### src/rtl/seq_bcd_if.sv
// Request/result bundle for the sequential binary-to-BCD converter.
// Handshake: a request is taken when start=1 is sampled on a rising edge while
// busy=0; requests seen while busy=1 are dropped (no queueing). The result is
// valid on bcd/sign_out in the single cycle where done=1 and is held afterwards.
interface seq_bcd_if #(
    parameter int WIDTH  = 16,
    parameter int DIGITS = 5
);
    logic                  start;
    logic [WIDTH-1:0]      bin;
    logic                  sign_in;
    logic                  busy;
    logic                  done;
    logic [4*DIGITS-1:0]   bcd;
    logic                  sign_out;
    logic                  state_dbg;   // 0 = IDLE, 1 = SHIFT

    modport master (
        output start, bin, sign_in,
        input  busy, done, bcd, sign_out, state_dbg
    );

    modport slave (
        input  start, bin, sign_in,
        output busy, done, bcd, sign_out, state_dbg
    );
endinterface

### src/rtl/seq_bcd_converter.sv
// Sequential binary-to-BCD converter using shift-add-3 (double dabble), one
// input bit per clock. A 16-bit magnitude takes 16 shift cycles after the
// capture edge; bcd/sign_out only change on completion.
module seq_bcd_converter #(
    parameter int WIDTH  = 16,
    parameter int DIGITS = 5
) (
    input  logic      clk,
    input  logic      rst,
    seq_bcd_if.slave  bus
);
    localparam int BCD_W = 4 * DIGITS;
    localparam int CNT_W = $clog2(WIDTH + 1);

    typedef enum logic {
        IDLE  = 1'b0,
        SHIFT = 1'b1
    } state_t;

    state_t              state;
    logic [WIDTH-1:0]    bin_sr;
    logic [BCD_W-1:0]    work;
    logic [CNT_W-1:0]    cnt;
    logic                sign_latch;
    logic                busy_r;
    logic                done_r;
    logic [BCD_W-1:0]    bcd_r;
    logic                sign_out_r;

    logic [BCD_W-1:0]    corr;
    logic [BCD_W-1:0]    shifted;

    // Add 3 to every working digit >= 5, then form the next shifted working value.
    always_comb begin
        corr = work;
        for (int i = 0; i < DIGITS; i++) begin
            if (work[4*i +: 4] >= 4'd5) begin
                corr[4*i +: 4] = work[4*i +: 4] + 4'd3;
            end
        end
        // The top bit of corr is always 0 for a 16-bit input, so dropping it is safe.
        shifted = {corr[BCD_W-2:0], bin_sr[WIDTH-1]};
    end

    // Conversion FSM: capture in IDLE, shift WIDTH times in SHIFT, publish on the last shift.
    always_ff @(posedge clk) begin
        if (rst) begin
            state      <= IDLE;
            bin_sr     <= '0;
            work       <= '0;
            cnt        <= '0;
            sign_latch <= 1'b0;
            busy_r     <= 1'b0;
            done_r     <= 1'b0;
            bcd_r      <= '0;
            sign_out_r <= 1'b0;
        end else begin
            done_r <= 1'b0;
            case (state)
                IDLE: begin
                    if (bus.start) begin
                        bin_sr     <= bus.bin;
                        sign_latch <= bus.sign_in;
                        work       <= '0;
                        cnt        <= '0;
                        busy_r     <= 1'b1;
                        state      <= SHIFT;
                    end
                end
                SHIFT: begin
                    work   <= shifted;
                    bin_sr <= {bin_sr[WIDTH-2:0], 1'b0};
                    cnt    <= cnt + 1'b1;
                    if (cnt == CNT_W'(WIDTH - 1)) begin
                        bcd_r      <= shifted;
                        sign_out_r <= sign_latch;
                        done_r     <= 1'b1;
                        busy_r     <= 1'b0;
                        state      <= IDLE;
                    end
                end
                default: state <= IDLE;
            endcase
        end
    end

    assign bus.busy      = busy_r;
    assign bus.done      = done_r;
    assign bus.bcd       = bcd_r;
    assign bus.sign_out  = sign_out_r;
    assign bus.state_dbg = logic'(state);

endmodule

### src/flat_wrapper.sv
// flat-port wrapper written by rule: the top's interface ports become plain ports
module seq_bcd_converter_flat 
#(
    parameter int WIDTH  = 16,
    parameter int DIGITS = 5
)
  (clk, rst, bus_start, bus_bin, bus_sign_in, bus_busy, bus_done, bus_bcd, bus_sign_out, bus_state_dbg);
  seq_bcd_if #(.WIDTH(WIDTH), .DIGITS(DIGITS)) bus_i ();
  input  logic clk;
  input  logic rst;
  input wire logic [$bits(bus_i.start)-1:0] bus_start;
  input wire logic [$bits(bus_i.bin)-1:0] bus_bin;
  input wire logic [$bits(bus_i.sign_in)-1:0] bus_sign_in;
  output wire logic [$bits(bus_i.busy)-1:0] bus_busy;
  output wire logic [$bits(bus_i.done)-1:0] bus_done;
  output wire logic [$bits(bus_i.bcd)-1:0] bus_bcd;
  output wire logic [$bits(bus_i.sign_out)-1:0] bus_sign_out;
  output wire logic [$bits(bus_i.state_dbg)-1:0] bus_state_dbg;
  assign bus_i.start = bus_start;
  assign bus_i.bin = bus_bin;
  assign bus_i.sign_in = bus_sign_in;
  assign bus_busy = bus_i.busy;
  assign bus_done = bus_i.done;
  assign bus_bcd = bus_i.bcd;
  assign bus_sign_out = bus_i.sign_out;
  assign bus_state_dbg = bus_i.state_dbg;
  seq_bcd_converter #(.WIDTH(WIDTH), .DIGITS(DIGITS)) u_core (.clk(clk), .rst(rst), .bus(bus_i));
endmodule
### config.mk
export PLATFORM = sky130hd
export DESIGN_NAME = seq_bcd_converter_flat
export DESIGN_NICKNAME = d
export VERILOG_FILES = /design/src/rtl/seq_bcd_if.sv /design/src/rtl/seq_bcd_converter.sv /design/src/flat_wrapper.sv
export SDC_FILE = /design/constraint.sdc
export NUM_CORES = 1
export LEC_CHECK = 0
export BUFFER_PORTS_ARGS = -buffer_cell sky130_fd_sc_hd__buf_4
export CORE_ASPECT_RATIO = 1.1
export CORE_UTILIZATION = 38
export CTS_CLUSTER_SIZE = 10
export DETAILED_ROUTE_END_ITERATION = 10
export PLACE_DENSITY_LB_ADDON = 0.3
export REMOVE_ABC_BUFFERS = 1
export SETUP_SLACK_MARGIN = 0.3
export SYNTH_ARGS = -nofsm -noshare
export SYNTH_HDL_FRONTEND = slang
export SYNTH_SLANG_ARGS = --single-unit
### constraint.sdc
create_clock -name clk -period 2.3 [get_ports clk]
set_clock_uncertainty 0.2 [all_clocks]
set_input_delay 0.46 -clock clk [delete_from_list [all_inputs] [get_ports clk]]
set_output_delay 0.46 -clock clk [all_outputs]
set_load 0.02 [all_outputs]
* After elaboration in Yosys (flattened, before gate mapping)
Index checks and enable logic that the tools add are counted.
** Operators by class
- Mux-type cells :: 18
- Reductions and logical operators :: 4
- Add/sub/neg operators :: 6
- Shift-type cells :: 0
- $lt $le $gt $ge :: 5
- Equality and inequality tests :: 3
- Multipliers :: 0
- Bitwise logic cells :: 1
- Divide/modulo/power cells :: 0
** Operators with widths (count)
- 20-bit case mux with 2 select lines :: 1
- 16-bit case mux with 2 select lines :: 1
- 4-bit by 3-bit greater-or-equal comparator with 1-bit output, second input constant :: 5
- 20-bit 2-to-1 mux :: 1
- 4-bit by 2-bit adder with 4-bit output, second input constant :: 4
- 16-bit 2-to-1 mux :: 1
- 4-bit 2-to-1 mux :: 4
- 5-bit case mux with 2 select lines :: 1
- 2-bit AND reduction :: 3
- 5-bit by 1-bit adder with 5-bit output, second input constant :: 1
- 5-bit by 4-bit equality test with 1-bit output, second input constant :: 1
- 1-bit 2-to-1 mux :: 5
- 5-bit 2-to-1 mux :: 1
- 2-bit inequality test, second input constant :: 2
- 1-bit case mux with 2 select lines :: 2
- 3-bit by 2-bit adder with 3-bit output, second input constant :: 1
- 3-bit 2-to-1 mux :: 1
- 2-bit OR reduction :: 1
- 1-bit inverter :: 1
** Storage, ports and cells
- Bits in latches :: 0
- Output and inout bits :: 24
- ROM bits :: 0
- Input bits :: 20
- Logic and storage cells :: 46
- Register bits :: 66
- Bits in writable memories :: 0
- Memories kept :: 0

* Depth between registers and ports, before layout
- Word-level depth :: 3
- Gate-level depth with buffers :: 8
- Gate-level depth less buffers :: 7

* Worst setup path before layout
No wires, ideal clock.
- Kind :: reg2reg
- Start point :: register u_core.cnt[0]
- End point :: register u_core.sign_out_r (netlist: u_core.bus.sign_out)
- Stages on the path, launching flop included :: 9
- Arrival time :: 1.424 ns
- Slack :: 0.559 ns
- Setup time :: 0.117 ns
- Required time :: 1.983 ns
- Cell sequence :: dfxtp_1 -> ha_1 -> and3_1 -> ha_1 -> nand2_1 -> or2_4 -> clkinv_2 -> buf_6 -> a22o_1
** On the way
- Cells in the longest elaborated chain, start to end :: 2
** Ends and longest elaborated chain
- start, declared :: RTL line seq_bcd_converter.sv:23 : logic [CNT_W-1:0] cnt;
- start signal, assigned :: RTL line seq_bcd_converter.sv:73 : cnt <= cnt + 1'b1;
- 5-bit by 4-bit equality test with 1-bit output :: RTL line seq_bcd_converter.sv:74 : if (cnt == CNT_W'(WIDTH - 1)) begin
- 2-bit AND reduction (no source line)
- end signal, assigned :: RTL line seq_bcd_converter.sv:76 : sign_out_r <= sign_latch;
- end, declared :: RTL line seq_bcd_converter.sv:28 : logic sign_out_r;
Every way passes these cells.
A chain may end at the register's enable or synchronous reset.

* Final worst setup path
- Start point :: register u_core.state (netlist: u_core.bus.state_dbg)
- End point :: output bus_state_dbg
** RTL lines
- start, declared :: RTL line seq_bcd_converter.sv:20 : state_t state;
- start signal, assigned :: RTL line seq_bcd_converter.sv:48 : state <= IDLE;
- start signal, assigned :: RTL line seq_bcd_converter.sv:67 : state <= SHIFT;
- start signal, assigned :: RTL line seq_bcd_converter.sv:79 : state <= IDLE;
- end, declared :: RTL line flat_wrapper.sv:18 : output wire logic [$bits(bus_i.state_dbg)-1:0] bus_state_dbg;
No word-level cell between the ends.

==> results.md <==
- For this design the ratio of total power to cell area is ~630 nW/um^2.
- The via count of the first global-routing pass is 2,212.
- The highest clock rate is 0.5202 GHz.
- At the pin with the least slew margin, the transition time is 433.5 ps.
- At the worst endpoint, the required time is ~1600 ps.
- The maximum cell stage delay along the critical path is 460 ps.
- The fraction of registers with async set/reset is 0%.
- The number of cells on the worst reg-to-reg path is 7.
- The dominant cell type by area after synthesis is sky130_fd_sc_hd__dfxtp_1.
- The type of origin of the critical path is a flip-flop.
- The mapped netlist covers roughly 3000 um^2.
- The critical path goes through buf_4 -> buf_4.
- The worst hold path belongs to the class input port to flip-flop.
- The reg-to-reg endpoint is u_core.bus.sign_out.
- The maximum vdd ir drop is 0.3665 mV.
- The antenna cell count is 0.
- The mean post-synth cell area is roughly 9.4 um^2.
- The H-tree generated during clock tree synthesis spans 3 levels.
- Yosys mapped the design onto 36 distinct sky130hd cell types.
- The number of antenna violations at the first check in global routing was 0.
- For this run, the post-layout net count is 395.
- Once placement finished, the instance area stood at between 3000 and 4000 um^2.
- The final layout contains routed wiring with a total length of 5888 um.
- The run finished with clean final reports.
- Clock-pin slew was measured on the worst setup and hold paths at approximately 70 ps.
- The share of the clock period used by the worst path is 83.58%.
- The maximum clock path buffer count is 2.
- The synthesized netlist devotes 19.15% of its cell area to compound gates.
- The category of the worst setup path capture point is an output port.
- Setup repair after global routing could not meet its margin everywhere.
- In this run the count of I/O pins placed on the die edge is 44.
- The leakage power total is ~1.4 nW.
- In this run the critical register-to-register path is launched from u_core.cnt[0].
- The buffer count from post-CTS setup fixing is 0.
- The cell depth of the worst min-delay path is 3.
- The via count normalized by instance count is approximately 4.9.
- The sequential-to-total area share from yosys stat is 43.78%.
- The number of enable flip-flop cells after synthesis is 0.
- In the routed design, unresolved DRC markers number 0.
- The die is roughly 95 um tall.
- Setup violations remaining at the end of the flow were counted as 0.
- The final core area utilization is 47.41%.
- Of the total synthesized cell area, the portion taken by full adders, half adders and majority gates is 4.975%.
- The die width is between 80 and 90 um.
- Synthesis produced a netlist whose cell count is around 320.
- The first global-routing pass estimated roughly 10,000 um of wire.
- The overall die area is 8303 um^2.
- For this run, the total global-route usage over all layers was measured as 15.83%.
- The leftover overflow at the end of global routing is 0.
- The worst pin sits at a relative slew slack of 71.04%.
- In the final layout, the share of cells above drive strength 1 is 22.01%.
- The final-report hold violation count was 0.
- The cell type of the slowest stage on the worst timing path is sky130_fd_sc_hd__dfxtp_4.
- In the final routed layout, each cell accounts on average for 12.45 um.
- The cell area after layout is 3582 um^2.
- Data on the critical path arrives at its endpoint at 1260 ps.
- The post-synthesis xor/xnor area fraction is 1.451%.
- The minimum clock period after layout is about 1900 ps.
- In the post-synthesis netlist, the biggest area contributors are sky130_fd_sc_hd__dfxtp_1 44%, sky130_fd_sc_hd__mux2i_1 7.6%, sky130_fd_sc_hd__a21oi_1 5.5%, sky130_fd_sc_hd__a22o_1 5.2%, sky130_fd_sc_hd__ha_1 5.0%.
- The worst hold endpoint is u_core.sign_latch.
- The Yosys step of the flow raised 0 warnings.
- Once detailed placement completed, the half-perimeter wirelength came to roughly 4200 um.
- After synthesis, the largest family of logic cells by area is compound AO/OA/AOI/OAI gates.
- The tool flagged a number of max-cap violations equal to 0.
- Once the floorplan was initialized, standard cells occupied 39.94% of the core.
- By startpoint and endpoint, the worst setup path is classified as flip-flop to output port.
- The library cell used most frequently in the layout, excluding fill and tap cells, is sky130_fd_sc_hd__dfxtp_1.
- The synthesized netlist devotes 16.46% of its cell area to simple gates.
- The root buffer cell chosen for the clock tree is sky130_fd_sc_hd__clkbuf_8.
- Synthesis inferred 66 register bits.
- The startpoint identified for the worst hold timing path is bus_sign_in.
- The first element of the critical path is u_core.bus.state_dbg.
- During placement, the flow inserted port buffers numbering 43.
- The register-to-register setup slack is ~430 ps.
- For this block, the initial DRC count from the detailed router was 76.
- The clock sink count is 66.
- The final count of pins violating max slew is 0.
- The number of buffers created by CTS is 9.
- Routability-driven placement finished with a final weighted congestion of 0.7649.
- Leaving out fill and tap cells, the most frequent cells in the layout are 65 x sky130_fd_sc_hd__dfxtp_1, 50 x sky130_fd_sc_hd__buf_4, 36 x sky130_fd_sc_hd__nor2_1.
- In this run the core area contains 33 standard-cell rows.
- In the synthesized netlist the dominant register cell turns out to be sky130_fd_sc_hd__dfxtp_1.
- Summed over its instances, the top area cell type makes up 43.78% of the synthesized netlist area.
- Entering global routing, the biggest net connects 29 pins.
- The detail route stage leaves a number of antenna-violating nets equal to 0.
- Of all nets on the critical path, the largest fanout is 20.
- The floorplan step defined a core boundary enclosing 7556 um^2.
- The first-pass iteration count of the detailed router is 4.
- The clock latency reported for the late side of the worst-skew pair is 340 ps.
- The cell repeated most along the worst path is sky130_fd_sc_hd__buf_4.
- Relative to the synthesized area, the layout overhead comes to 18.70%.
- For this block, the via count after detailed routing is 2,328.
- The mux share of post-synthesis cell area is 8.002%.
- The TritonCTS clock tree is yes.
-- report_power, final --
part           switching [mW]  internal (mW)  total [mW]
Combinational          0.0885         0.0721       0.161
Clock                   0.427          0.493       0.920
Sequential             0.0188           1.17        1.18
Total                   0.534           1.73        2.26
-- cell type report --
type | count | area, um^2
multi-input combinational | 224 | 1518
inverter | 12 | 47.55
clock buffer | 10 | 127.6
tap | 105 | 131.4
timing repair buffer | 50 | 375.4
sequential | 66 | 1325
fill | 737 | 3974
clock inverter | 6 | 57.56
-- Yosys cell counts, types with 2 or more instances --
| master | instances |
|---|---|
| sky130_fd_sc_hd__a21oi_1 | 33 |
| sky130_fd_sc_hd__a21oi_2 | 2 |
| sky130_fd_sc_hd__a21oi_4 | 4 |
| sky130_fd_sc_hd__a22o_1 | 18 |
| sky130_fd_sc_hd__buf_2 | 7 |
| sky130_fd_sc_hd__buf_4 | 7 |
| sky130_fd_sc_hd__buf_6 | 4 |
| sky130_fd_sc_hd__clkbuf_1 | 2 |
| sky130_fd_sc_hd__dfxtp_1 | 66 |
| sky130_fd_sc_hd__ha_1 | 12 |
| sky130_fd_sc_hd__inv_1 | 11 |
| sky130_fd_sc_hd__mux2i_1 | 23 |
| sky130_fd_sc_hd__nand2_1 | 17 |
| sky130_fd_sc_hd__nand2b_1 | 3 |
| sky130_fd_sc_hd__nand2b_2 | 4 |
| sky130_fd_sc_hd__nand3_1 | 6 |
| sky130_fd_sc_hd__nor2_1 | 36 |
| sky130_fd_sc_hd__nor2b_1 | 4 |
| sky130_fd_sc_hd__nor3_1 | 3 |
| sky130_fd_sc_hd__nor3b_1 | 16 |
| sky130_fd_sc_hd__o21ai_0 | 7 |
| sky130_fd_sc_hd__o21ai_1 | 19 |
| sky130_fd_sc_hd__xnor2_1 | 5 |
-- repair_timing --
item,in CTS,in global routing
setup endpoints to repair,1,18
pin swaps,0,0
hold buffers,0,0
gates cloned,0,0
gates resized for setup,1,2
-- worst max-delay path, delay by kind of cell (launching register included) --
| family | cells | cell delay (ps) |
|---|---|---|
| DFF | 1 | 460 |
| buffers and inverters | 2 | 460 |
-- state kept, by name, summed over array words and instances (netlist names) --
signal / count
u_core.bin_sr: 16
u_core.work: 20
u_core.bus.done: 1
u_core.bus.bcd: 20
u_core.sign_latch: 1
u_core.cnt: 5
u_core.bus.busy: 1
u_core.bus.state_dbg: 1
u_core.bus.sign_out: 1
-- stage by stage --
stage	total power [mW]	worst slack, ps	std cells	hold slack [ps]	setup TNS [ps]
after floorplan	1.291	-275.3	302	241.7	-5175
after global placement	1.369	381.5	457	247.3	0
after detailed placement	1.372	362.8	457	250.6	0
after CTS	2.298	343.8	473	149.9	0
after global routing	2.370	291.7	473	186.4	0
final	2.265	377.5	473	164.2	0
-- how the worst max path moves through the flow --
| stage | endpoint | slack [ps] |
|---|---|---|
| floorplan | u_core.bus.bcd[0] | -280 |
| global placement | u_core.bus.bcd[1] | 380 |
| detailed placement | u_core.bus.sign_out | 360 |
| CTS | u_core.bus.sign_out | 340 |
| global route | bus_state_dbg | 290 |
| finish | bus_state_dbg | 380 |
-- cells by family (layout without fill, tap and decap cells) --
| kind of cell | Yosys count | after routing |
|---|---|---|
| XOR/XNOR | 5 | 5 |
| AO/OA/AOI/OAI | 88 | 88 |
| adder cells (fa/ha/maj) | 12 | 12 |
| AND/OR/NAND/NOR | 95 | 95 |
| multiplexers | 24 | 24 |
| buffers and inverters | 32 | 78 |
| flip-flops | 66 | 66 |
-- per-layer routing --
metal  vias up  GRT usage [%]  share of wire [%]
met1      1075          18.56                 47
met2        38          26.84                 48
met5         -              0                  0
met4         0          5.000                1.2
li1       1206              -                  -
met3         9          5.714                4.2
Note: power is estimated with default switching activity, not from simulation.
